--- config.mk ---
export PLATFORM = sky130hd
export DESIGN_NAME = range_window_monitor_flat
export DESIGN_NICKNAME = d
export VERILOG_FILES = /design/src/rtl/range_window_monitor_if.sv /design/src/rtl/range_window_monitor.sv /design/src/flat_wrapper.sv
export SDC_FILE = /design/constraint.sdc
export NUM_CORES = 1
export LEC_CHECK = 0
export ABC_AREA = 1
export CAP_MARGIN = 20
export CORE_AREA = 2 2 66 55
export CTS_CLUSTER_SIZE = 20
export DETAILED_ROUTE_END_ITERATION = 8
export DIE_AREA = 0 0 68 57
export PLACE_DENSITY = 0.7
export SLEW_MARGIN = 20
export SYNTH_ARGS = -nofsm -noshare
export SYNTH_HDL_FRONTEND = slang
export SYNTH_SLANG_ARGS = --single-unit
--- constraint.sdc ---
create_clock -name clk -period 2.72 [get_ports clk]
set_input_delay 0.272 -clock clk [delete_from_list [all_inputs] [get_ports clk]]
set_output_delay 0.272 -clock clk [all_outputs]
set_load 0.01 [all_outputs]
--- src/rtl/range_window_monitor_if.sv ---
// Sample/config/status bundle between a sample source and the range window
// monitor. The master drives samples and configuration and observes status;
// the slave is the monitor itself.
interface range_window_monitor_if #(
  parameter int WIDTH     = 4,
  parameter int CNT_WIDTH = 8
);
  logic                 sample_valid;
  logic [WIDTH-1:0]     sample;
  logic                 cfg_we;
  logic [WIDTH-1:0]     cfg_lo;
  logic [WIDTH-1:0]     cfg_hi;
  logic                 clr_count;
  logic                 in_range;
  logic                 z;
  logic                 enter_pulse;
  logic                 exit_pulse;
  logic [CNT_WIDTH-1:0] event_count;
  logic                 cfg_err;

  modport master (
    output sample_valid, sample, cfg_we, cfg_lo, cfg_hi, clr_count,
    input  in_range, z, enter_pulse, exit_pulse, event_count, cfg_err
  );

  modport slave (
    input  sample_valid, sample, cfg_we, cfg_lo, cfg_hi, clr_count,
    output in_range, z, enter_pulse, exit_pulse, event_count, cfg_err
  );
endinterface

--- src/rtl/range_window_monitor.sv ---
// Range window monitor: flags valid unsigned samples strictly inside a
// programmable open window (lo, hi), debounces that into an in-window flag z
// with enter/exit pulses, and counts entries with a saturating counter.
module range_window_monitor #(
  parameter int WIDTH      = 4,
  parameter int LO_DEFAULT = 5,
  parameter int HI_DEFAULT = 10,
  parameter int DEBOUNCE   = 3,
  parameter int CNT_WIDTH  = 8
) (
  input  logic                  clk,
  input  logic                  reset,
  range_window_monitor_if.slave mon
);

  localparam int RUN_W = (DEBOUNCE < 2) ? 1 : $clog2(DEBOUNCE + 1);
  localparam logic [WIDTH-1:0] LO_INIT = WIDTH'(LO_DEFAULT);
  localparam logic [WIDTH-1:0] HI_INIT = WIDTH'(HI_DEFAULT);
  localparam logic [RUN_W-1:0] RUN_TGT = RUN_W'(DEBOUNCE);
  localparam logic [RUN_W-1:0] RUN_ONE = RUN_W'(1);

  typedef enum logic [1:0] {
    ST_OUT      = 2'd0,
    ST_PEND_IN  = 2'd1,
    ST_IN       = 2'd2,
    ST_PEND_OUT = 2'd3
  } state_t;

  // Saturating increment: holds at all-ones instead of wrapping.
  function automatic logic [CNT_WIDTH-1:0] sat_inc(input logic [CNT_WIDTH-1:0] v);
    return (&v) ? v : v + CNT_WIDTH'(1);
  endfunction

  state_t               state_q, state_d;
  logic [RUN_W-1:0]     run_q, run_d;
  logic [WIDTH-1:0]     lo_q, lo_d;
  logic [WIDTH-1:0]     hi_q, hi_d;
  logic                 in_range_q, in_range_d;
  logic                 z_q, z_d;
  logic                 enter_q, enter_d;
  logic                 exit_q, exit_d;
  logic [CNT_WIDTH-1:0] count_q, count_d;
  logic                 win_empty;
  logic                 hit;

  // An empty window (lo >= hi) can never produce a hit.
  assign win_empty = (lo_q >= hi_q);
  assign hit       = (mon.sample > lo_q) && (mon.sample < hi_q) && !win_empty;

  // Next-state logic: configuration writes win over samples and restart the
  // debounce from OUT; otherwise the FSM only advances on valid samples.
  always_comb begin
    state_d    = state_q;
    run_d      = run_q;
    lo_d       = lo_q;
    hi_d       = hi_q;
    in_range_d = in_range_q;

    if (mon.cfg_we) begin
      lo_d       = mon.cfg_lo;
      hi_d       = mon.cfg_hi;
      state_d    = ST_OUT;
      run_d      = '0;
      in_range_d = 1'b0;
    end else if (mon.sample_valid) begin
      in_range_d = hit;
      case (state_q)
        ST_OUT: begin
          if (hit) begin
            if (DEBOUNCE == 1) begin
              state_d = ST_IN;
              run_d   = '0;
            end else begin
              state_d = ST_PEND_IN;
              run_d   = RUN_ONE;
            end
          end
        end
        ST_PEND_IN: begin
          if (hit) begin
            if (run_q + RUN_ONE == RUN_TGT) begin
              state_d = ST_IN;
              run_d   = '0;
            end else begin
              run_d = run_q + RUN_ONE;
            end
          end else begin
            state_d = ST_OUT;
            run_d   = '0;
          end
        end
        ST_IN: begin
          if (!hit) begin
            if (DEBOUNCE == 1) begin
              state_d = ST_OUT;
              run_d   = '0;
            end else begin
              state_d = ST_PEND_OUT;
              run_d   = RUN_ONE;
            end
          end
        end
        ST_PEND_OUT: begin
          if (!hit) begin
            if (run_q + RUN_ONE == RUN_TGT) begin
              state_d = ST_OUT;
              run_d   = '0;
            end else begin
              run_d = run_q + RUN_ONE;
            end
          end else begin
            state_d = ST_IN;
            run_d   = '0;
          end
        end
        default: begin
          state_d = ST_OUT;
          run_d   = '0;
        end
      endcase
    end

    // z follows the next state; a config-forced drop is silent.
    z_d     = (state_d == ST_IN) || (state_d == ST_PEND_OUT);
    enter_d = z_d && !z_q;
    exit_d  = !z_d && z_q && !mon.cfg_we;

    // Clear wins over accumulated count but still records a coincident entry.
    count_d = count_q;
    if (mon.clr_count) begin
      count_d = enter_d ? CNT_WIDTH'(1) : '0;
    end else if (enter_d) begin
      count_d = sat_inc(count_q);
    end
  end

  // State and output registers with synchronous reset.
  always_ff @(posedge clk) begin
    if (reset) begin
      state_q    <= ST_OUT;
      run_q      <= '0;
      lo_q       <= LO_INIT;
      hi_q       <= HI_INIT;
      in_range_q <= 1'b0;
      z_q        <= 1'b0;
      enter_q    <= 1'b0;
      exit_q     <= 1'b0;
      count_q    <= '0;
    end else begin
      state_q    <= state_d;
      run_q      <= run_d;
      lo_q       <= lo_d;
      hi_q       <= hi_d;
      in_range_q <= in_range_d;
      z_q        <= z_d;
      enter_q    <= enter_d;
      exit_q     <= exit_d;
      count_q    <= count_d;
    end
  end

  assign mon.in_range    = in_range_q;
  assign mon.z           = z_q;
  assign mon.enter_pulse = enter_q;
  assign mon.exit_pulse  = exit_q;
  assign mon.event_count = count_q;
  assign mon.cfg_err     = win_empty;

endmodule

--- src/flat_wrapper.sv ---
// flat-port wrapper written by rule: the top's interface ports become plain ports
module range_window_monitor_flat 
#(
  parameter int WIDTH      = 4,
  parameter int LO_DEFAULT = 5,
  parameter int HI_DEFAULT = 10,
  parameter int DEBOUNCE   = 3,
  parameter int CNT_WIDTH  = 8
)
  (clk, reset, mon_sample_valid, mon_sample, mon_cfg_we, mon_cfg_lo, mon_cfg_hi, mon_clr_count, mon_in_range, mon_z, mon_enter_pulse, mon_exit_pulse, mon_event_count, mon_cfg_err);
  range_window_monitor_if #(.WIDTH(WIDTH), .CNT_WIDTH(CNT_WIDTH)) mon_i ();
  input  logic clk;
  input  logic reset;
  input wire logic [$bits(mon_i.sample_valid)-1:0] mon_sample_valid;
  input wire logic [$bits(mon_i.sample)-1:0] mon_sample;
  input wire logic [$bits(mon_i.cfg_we)-1:0] mon_cfg_we;
  input wire logic [$bits(mon_i.cfg_lo)-1:0] mon_cfg_lo;
  input wire logic [$bits(mon_i.cfg_hi)-1:0] mon_cfg_hi;
  input wire logic [$bits(mon_i.clr_count)-1:0] mon_clr_count;
  output wire logic [$bits(mon_i.in_range)-1:0] mon_in_range;
  output wire logic [$bits(mon_i.z)-1:0] mon_z;
  output wire logic [$bits(mon_i.enter_pulse)-1:0] mon_enter_pulse;
  output wire logic [$bits(mon_i.exit_pulse)-1:0] mon_exit_pulse;
  output wire logic [$bits(mon_i.event_count)-1:0] mon_event_count;
  output wire logic [$bits(mon_i.cfg_err)-1:0] mon_cfg_err;
  assign mon_i.sample_valid = mon_sample_valid;
  assign mon_i.sample = mon_sample;
  assign mon_i.cfg_we = mon_cfg_we;
  assign mon_i.cfg_lo = mon_cfg_lo;
  assign mon_i.cfg_hi = mon_cfg_hi;
  assign mon_i.clr_count = mon_clr_count;
  assign mon_in_range = mon_i.in_range;
  assign mon_z = mon_i.z;
  assign mon_enter_pulse = mon_i.enter_pulse;
  assign mon_exit_pulse = mon_i.exit_pulse;
  assign mon_event_count = mon_i.event_count;
  assign mon_cfg_err = mon_i.cfg_err;
  range_window_monitor #(.WIDTH(WIDTH), .LO_DEFAULT(LO_DEFAULT), .HI_DEFAULT(HI_DEFAULT), .DEBOUNCE(DEBOUNCE), .CNT_WIDTH(CNT_WIDTH)) u_core (.clk(clk), .reset(reset), .mon(mon_i));
endmodule
==> metrics, run 1 <==
Worst Setup Path Type reg2out; max cap viols 0; Routed Antenna Nets 0; grt ovf 0; Peak VDD IR 0.000294 V; post-synthesis sequential area ratio 34.3%; Synth Area per Inst 7.38 µm²; Iteration-0 DRC Markers 65; Pins Over Slew Limit 0; Worst R2R Path Depth 11; Area Growth Syn to Fin 27.5%; starting density of the core 42.7%; CP startpoint kind register; Mapped Nets 219; vias per cell approximately 4.8; CTS Sinks 24; # resized after CTS 0; Final Hold Viols 0; xor/xnor cell area share of the yosys netlist 3.75%; Worst-Margin Slew 440 ps; Num CTS Buffers 3; largest family of logic cells by synthesized area simple AND/OR/NAND/NOR gates; Layout Nets 250; final wirelength 2990 µm; initial antenna violation count 0; crit-path max FO 3; Placeable Area 3280 µm²; top sig layer met4; Final Skew 3.93 ps; # rows 19; wire length on met3 about 120 µm; DRC 0; Mapped Area 1400 µm²; router iterations before antenna repair 4; WHS Path Cells 2; hold path endpoint u_core.lo_q[3]; synth unique cells 25; fmax slightly below 500 MHz; Syn. warnings 0; largest net degree at the start of global routing 14; Worst Path Required roughly 2500 ps; adder-cell area share of the yosys netlist between 10 and 15%; CTS H-tree lvls 1; total vias in the final route 1,251; min-delay worst type reg2reg; RSZ-0062 raised after global routing no; clock-pin slew on the worst setup and hold paths 80 ps; DR WL/cell ~11 µm; CP Capture Type output pin; main area contributors after synthesis dfxtp_1, ha_1, nand2_1, inv_1, a21oi_1; Die Wd 68 µm; share of cells above drive strength 1 8.18%; final period utilization 74.9%; reg2reg start u_core.hi_q[3]; Yosys top cell area share about a third; Worst Setup SP u_core.hi_q[3]; post-synthesis mux area share 0%; die span in y 57 µm; GPL Wtd Cong between 0.8 and 0.9; Worst slew margin a little over two thirds; Final setup violation count 0; # port buffers 29; clk_lat worst skew 260 ps; clk buf depth 2; critical path arrival between 1500 and 2000 ps; Post-CTS Hold Fix Bufs 0; Post-Place Setup Slack 540 ps; CTS tree yes; Leakage 0.745 nW; post-CTS setup repair buffer count 0; met1 WL between 1500 and 2000 µm; n_diodes 0; Boundary Pins 30; first-pass GRT wire length 5050 µm; Post-DP HPWL 2380 µm; Simple-Gate Fraction of Synth Area between 20% and 30%; Final min period 2040 ps; r2r endpoint u_core.mon.event_count[5]; Die ar. between 3000 and 4000 µm²; met2 wire length 1290 µm; Yosys top cell by area dfxtp_1; GRT Util Overall 17.0%; vias in the first global route 1,120; flops & latches, synth 24; R2R Setup Slk 860 ps; Compound-Gate Fraction of Synth Area between 10 and 15%; pwr dens 414 nW/µm²; status finished, final reports clean; final setup TNS 0 ps; worst hold path startpoint u_core.lo_q[3]; root buffer cell clkbuf_8; Final Worst Setup Slack 681 ps; Syn Inst Count 190
-- worst max-delay path: stages (launching register included) --
cell and delay [ps]:
dfxtp_1 310, inv_1 60, ha_1 340, nand2_1 70, inv_1 40, nand2_1 50
nand3_2 90, clkdlybuf4s50_1 540
-- state kept, by name (all words and copies together), names as in the netlist --
register,flops
u_core.run_q,2
u_core.mon.enter_pulse,1
u_core.mon.in_range,1
u_core.lo_q,4
u_core.mon.event_count,8
u_core.state_q,2
u_core.mon.z,1
u_core.mon.exit_pulse,1
u_core.hi_q,4
-- synthesized netlist by cell type (all sizes together) --
library cell and instances:
nand2 36, inv 30, a21oi 24, dfxtp 24, nor2 17, ha 12, nand3 12, o21ai 11
nand4 9, xor2 5, clkbuf 2, clkinv 2, nor3 2, buf 1, nor4 1, o2111ai 1
xnor2 1
-- routing by layer --
layer,up-vias,track usage (%)
met3,2,4.73
li1,688,-
met4,0,2.86
met5,-,0
met2,14,25.9
met1,547,24.4
-- kinds of logic after synthesis --
kind of cell             count (synthesis)
XOR/XNOR                                 6
adder cells (fa/ha/maj)                 12
AND/OR/NAND/NOR                         77
buffers and inverters                   35
AO/OA/AOI/OAI                           36
flip-flops                              24
-- worst max-delay path by stage --
stage / to / slack (ps) / depth (start not counted)
5_1_grt: mon_cfg_err / 590 / 7
6_report: mon_cfg_err / 680 / 7
4_1_cts: mon_cfg_err / 670 / 7
2_1_floorplan: u_core.mon.event_count[2] / 1030 / 11
3_3_place_gp: u_core.mon.event_count[5] / 570 / 11
3_5_place_dp: u_core.mon.event_count[2] / 540 / 11
-- layout make-up --
class | instances | area [µm²]
fillers | 309 | 1490
multi-input cells | 131 | 788
flip-flops and latches | 24 | 480
repair buffers | 29 | 290
inverters | 32 | 120
clock buffers | 4 | 55.1
well taps | 42 | 52.6
-- placed cells by master (no fill, tap or decap), types with 2 or more instances in the layout --
cell type        count
a21oi_1             20
a21oi_2              4
clkbuf_8             4
clkdlybuf4s50_1     29
clkinv_1             2
dfxtp_1             24
ha_1                12
inv_1               27
inv_2                3
nand2_1             34
nand2_4              2
nand3_1              9
nand3_4              2
nand4_1              9
nor2_1              15
nor3_1               2
o21ai_0             10
xor2_1               5
-- per-stage QoR --
stage	power (mW)	area [µm²]	cells	hold WS, ps	utilization, %
2_1_floorplan	0.462	1400	190	394	-
3_3_place_gp	0.511	1730	258	477	52.8
3_5_place_dp	0.513	1730	258	480	52.8
4_1_cts	0.750	1790	262	496	54.5
5_1_grt	0.783	1790	262	521	54.5
6_report	0.740	1790	262	491	54.5
-- power breakdown --
| part | total, mW | switching (mW) | internal, mW |
|---|---|---|---|
| Combinational | 0.139 | 0.0769 | 0.0621 |
| Sequential | 0.366 | 0.00508 | 0.361 |
| Clock | 0.235 | 0.106 | 0.129 |
Note: power is estimated with default switching activity, not from simulation.
==> run 2, diff against run 1 <==
==> constraint.sdc (replaced) <==
create_clock -name clk -period 2.08 [get_ports clk]
set_input_delay 0.208 -clock clk [delete_from_list [all_inputs] [get_ports clk]]
set_output_delay 0.208 -clock clk [all_outputs]
set_load 0.01 [all_outputs]
==> metrics, run 2 (synthesis results as in run 1) <==
router iterations before antenna repair 4 (unchanged); total vias in the final route 1,293 (was 1,251); critical path arrival 1760 ps (was 1770 ps); clk_lat worst skew 270 ps (was 260 ps); Worst slew margin 80.0% (was 70.6%); CTS H-tree lvls 1 (unchanged); max cap viols 0 (unchanged); pwr dens 588 nW/µm² (was 414 nW/µm²); clk buf depth 2 (unchanged); R2R Setup Slk 190 ps (was 860 ps); Layout Nets 253 (was 250); root buffer cell clkbuf_8 (unchanged); GRT Util Overall 16.7% (was 17.0%); number of flip-flops in the largest register 8 (unchanged); starting density of the core 42.7% (unchanged); final wirelength 3070 µm (was 2990 µm); Boundary Pins 30 (unchanged); Final Hold Viols 0 (unchanged); vias in the first global route 1,075 (was 1,120); # resized after CTS 0 (unchanged); # port buffers 29 (unchanged); CP Capture Type output pin (unchanged); commonest non-fill, non-tap cell in the layout nand2_1 (unchanged); commonest non-fill, non-tap cells in the layout nand2_1, clkdlybuf4s50_1, inv_1 (unchanged); status finished, final reports clean (unchanged); Num CTS Buffers 3 (unchanged); Tot Pwr 1.08 mW (was 0.740 mW); Routed Antenna Nets 0 (unchanged); Placed Cells 261 (was 258); die span in y 57 µm (unchanged); Die ar. 3880 µm² (unchanged); Pins Over Slew Limit 0 (unchanged); Worst Setup Path Type reg2out (unchanged); Final setup violation count 0 (unchanged); GPL Wtd Cong 0.869 (was 0.893); # rows 19 (unchanged); CTS tree yes (unchanged); final instance count without filler cells 265 (was 262); n_diodes 0 (unchanged); DR WL/cell 11.6 µm (was 11.4 µm); crit-path max FO 3 (unchanged); DRC 0 (unchanged); post-CTS setup repair buffer count 0 (unchanged); Final min period 1970 ps; Placeable Area 3280 µm² (unchanged); CP startpoint kind register (unchanged); Area Growth Syn to Fin 31.2% (was 27.5%); Filler cells 312 (was 309); largest net degree at the start of global routing 15 (was 14); Die Wd 68 µm (unchanged); final period utilization approximately 95%; fmax 507 MHz; Worst Path Required 1870 ps (was 2450 ps); CTS Sinks 24 (unchanged); Post-DP HPWL 2310 µm (was 2380 µm); grt ovf 0 (unchanged); min-delay worst type reg2reg (unchanged); Post-CTS Hold Fix Bufs 0 (unchanged); Final Skew 3.74 ps (was 3.93 ps); first-pass GRT wire length 4890 µm (was 5050 µm); Peak VDD IR 0.000395 V (was 0.000294 V); Worst-Margin Slew 297 ps (was 440 ps); Leakage 0.764 nW (was 0.745 nW); clock-pin slew on the worst setup and hold paths 90 ps (was 80 ps); Iteration-0 DRC Markers 82 (was 65); final setup TNS 0 ps (unchanged); initial antenna violation count 0 (unchanged); share of cells above drive strength 1 9.87% (was 8.18%); vias per cell 4.88 (was 4.77)
run 2: routing by layer:
metal	GRT usage, %	wire, µm	up-vias
met4	3.43	18	0
li1	-	-	694
met2	23.3	1280	30
met1	25.2	1590	567
met5	0	0	-
met3	5.13	183	2
run 2: metrics by stage:
stage                     area, µm²  utilization [%]  setup slack [ps]  hold WS (ps)
after floorplan                1400                -               386           330
after global placement         1750             53.5              37.7           467
after detailed placement       1750             53.5             -38.9           474
after CTS                      1830             55.6              94.9           488
after global routing           1840             56.0             -1.41           508
final                          1840             56.0               109           485
run 2: worst max-delay path, cell delays in order, from the launching register on:
cell,delay [ps]
dfxtp_1,320
inv_1,60
ha_1,310
nand2_1,60
nand2_1,60
nand2_1,60
nand3_2,90
clkdlybuf4s50_1,540
run 2: final timing paths:
check	from	endpoint	cells after the start
max	u_core.hi_q[1]	mon_cfg_err	7
min	u_core.run_q[0]	u_core.run_q[0]	2
max reg2reg	u_core.lo_q[3]	u_core.mon.event_count[5]	12
min reg2reg	u_core.run_q[0]	u_core.run_q[0]	2
run 2: cell type report:
class,instances,area [µm²],share of cell area (%)
multi-input cells,131,801,43.6
well taps,42,52.6,2.86
inverters,32,120,6.54
repair buffers,32,313,17.0
clock buffers,3,41.3,2.25
flip-flops and latches,24,480,26.1
clock inverters,1,30.0,1.63
run 2: report_power, final:
| group | switching, mW | internal (mW) | leakage [nW] |
|---|---|---|---|
| clock network | 0.154 | 0.257 | 0.0357 |
| registers | 0.00702 | 0.472 | 0.196 |
| logic | 0.103 | 0.0876 | 0.533 |
| total | 0.264 | 0.817 | 0.764 |
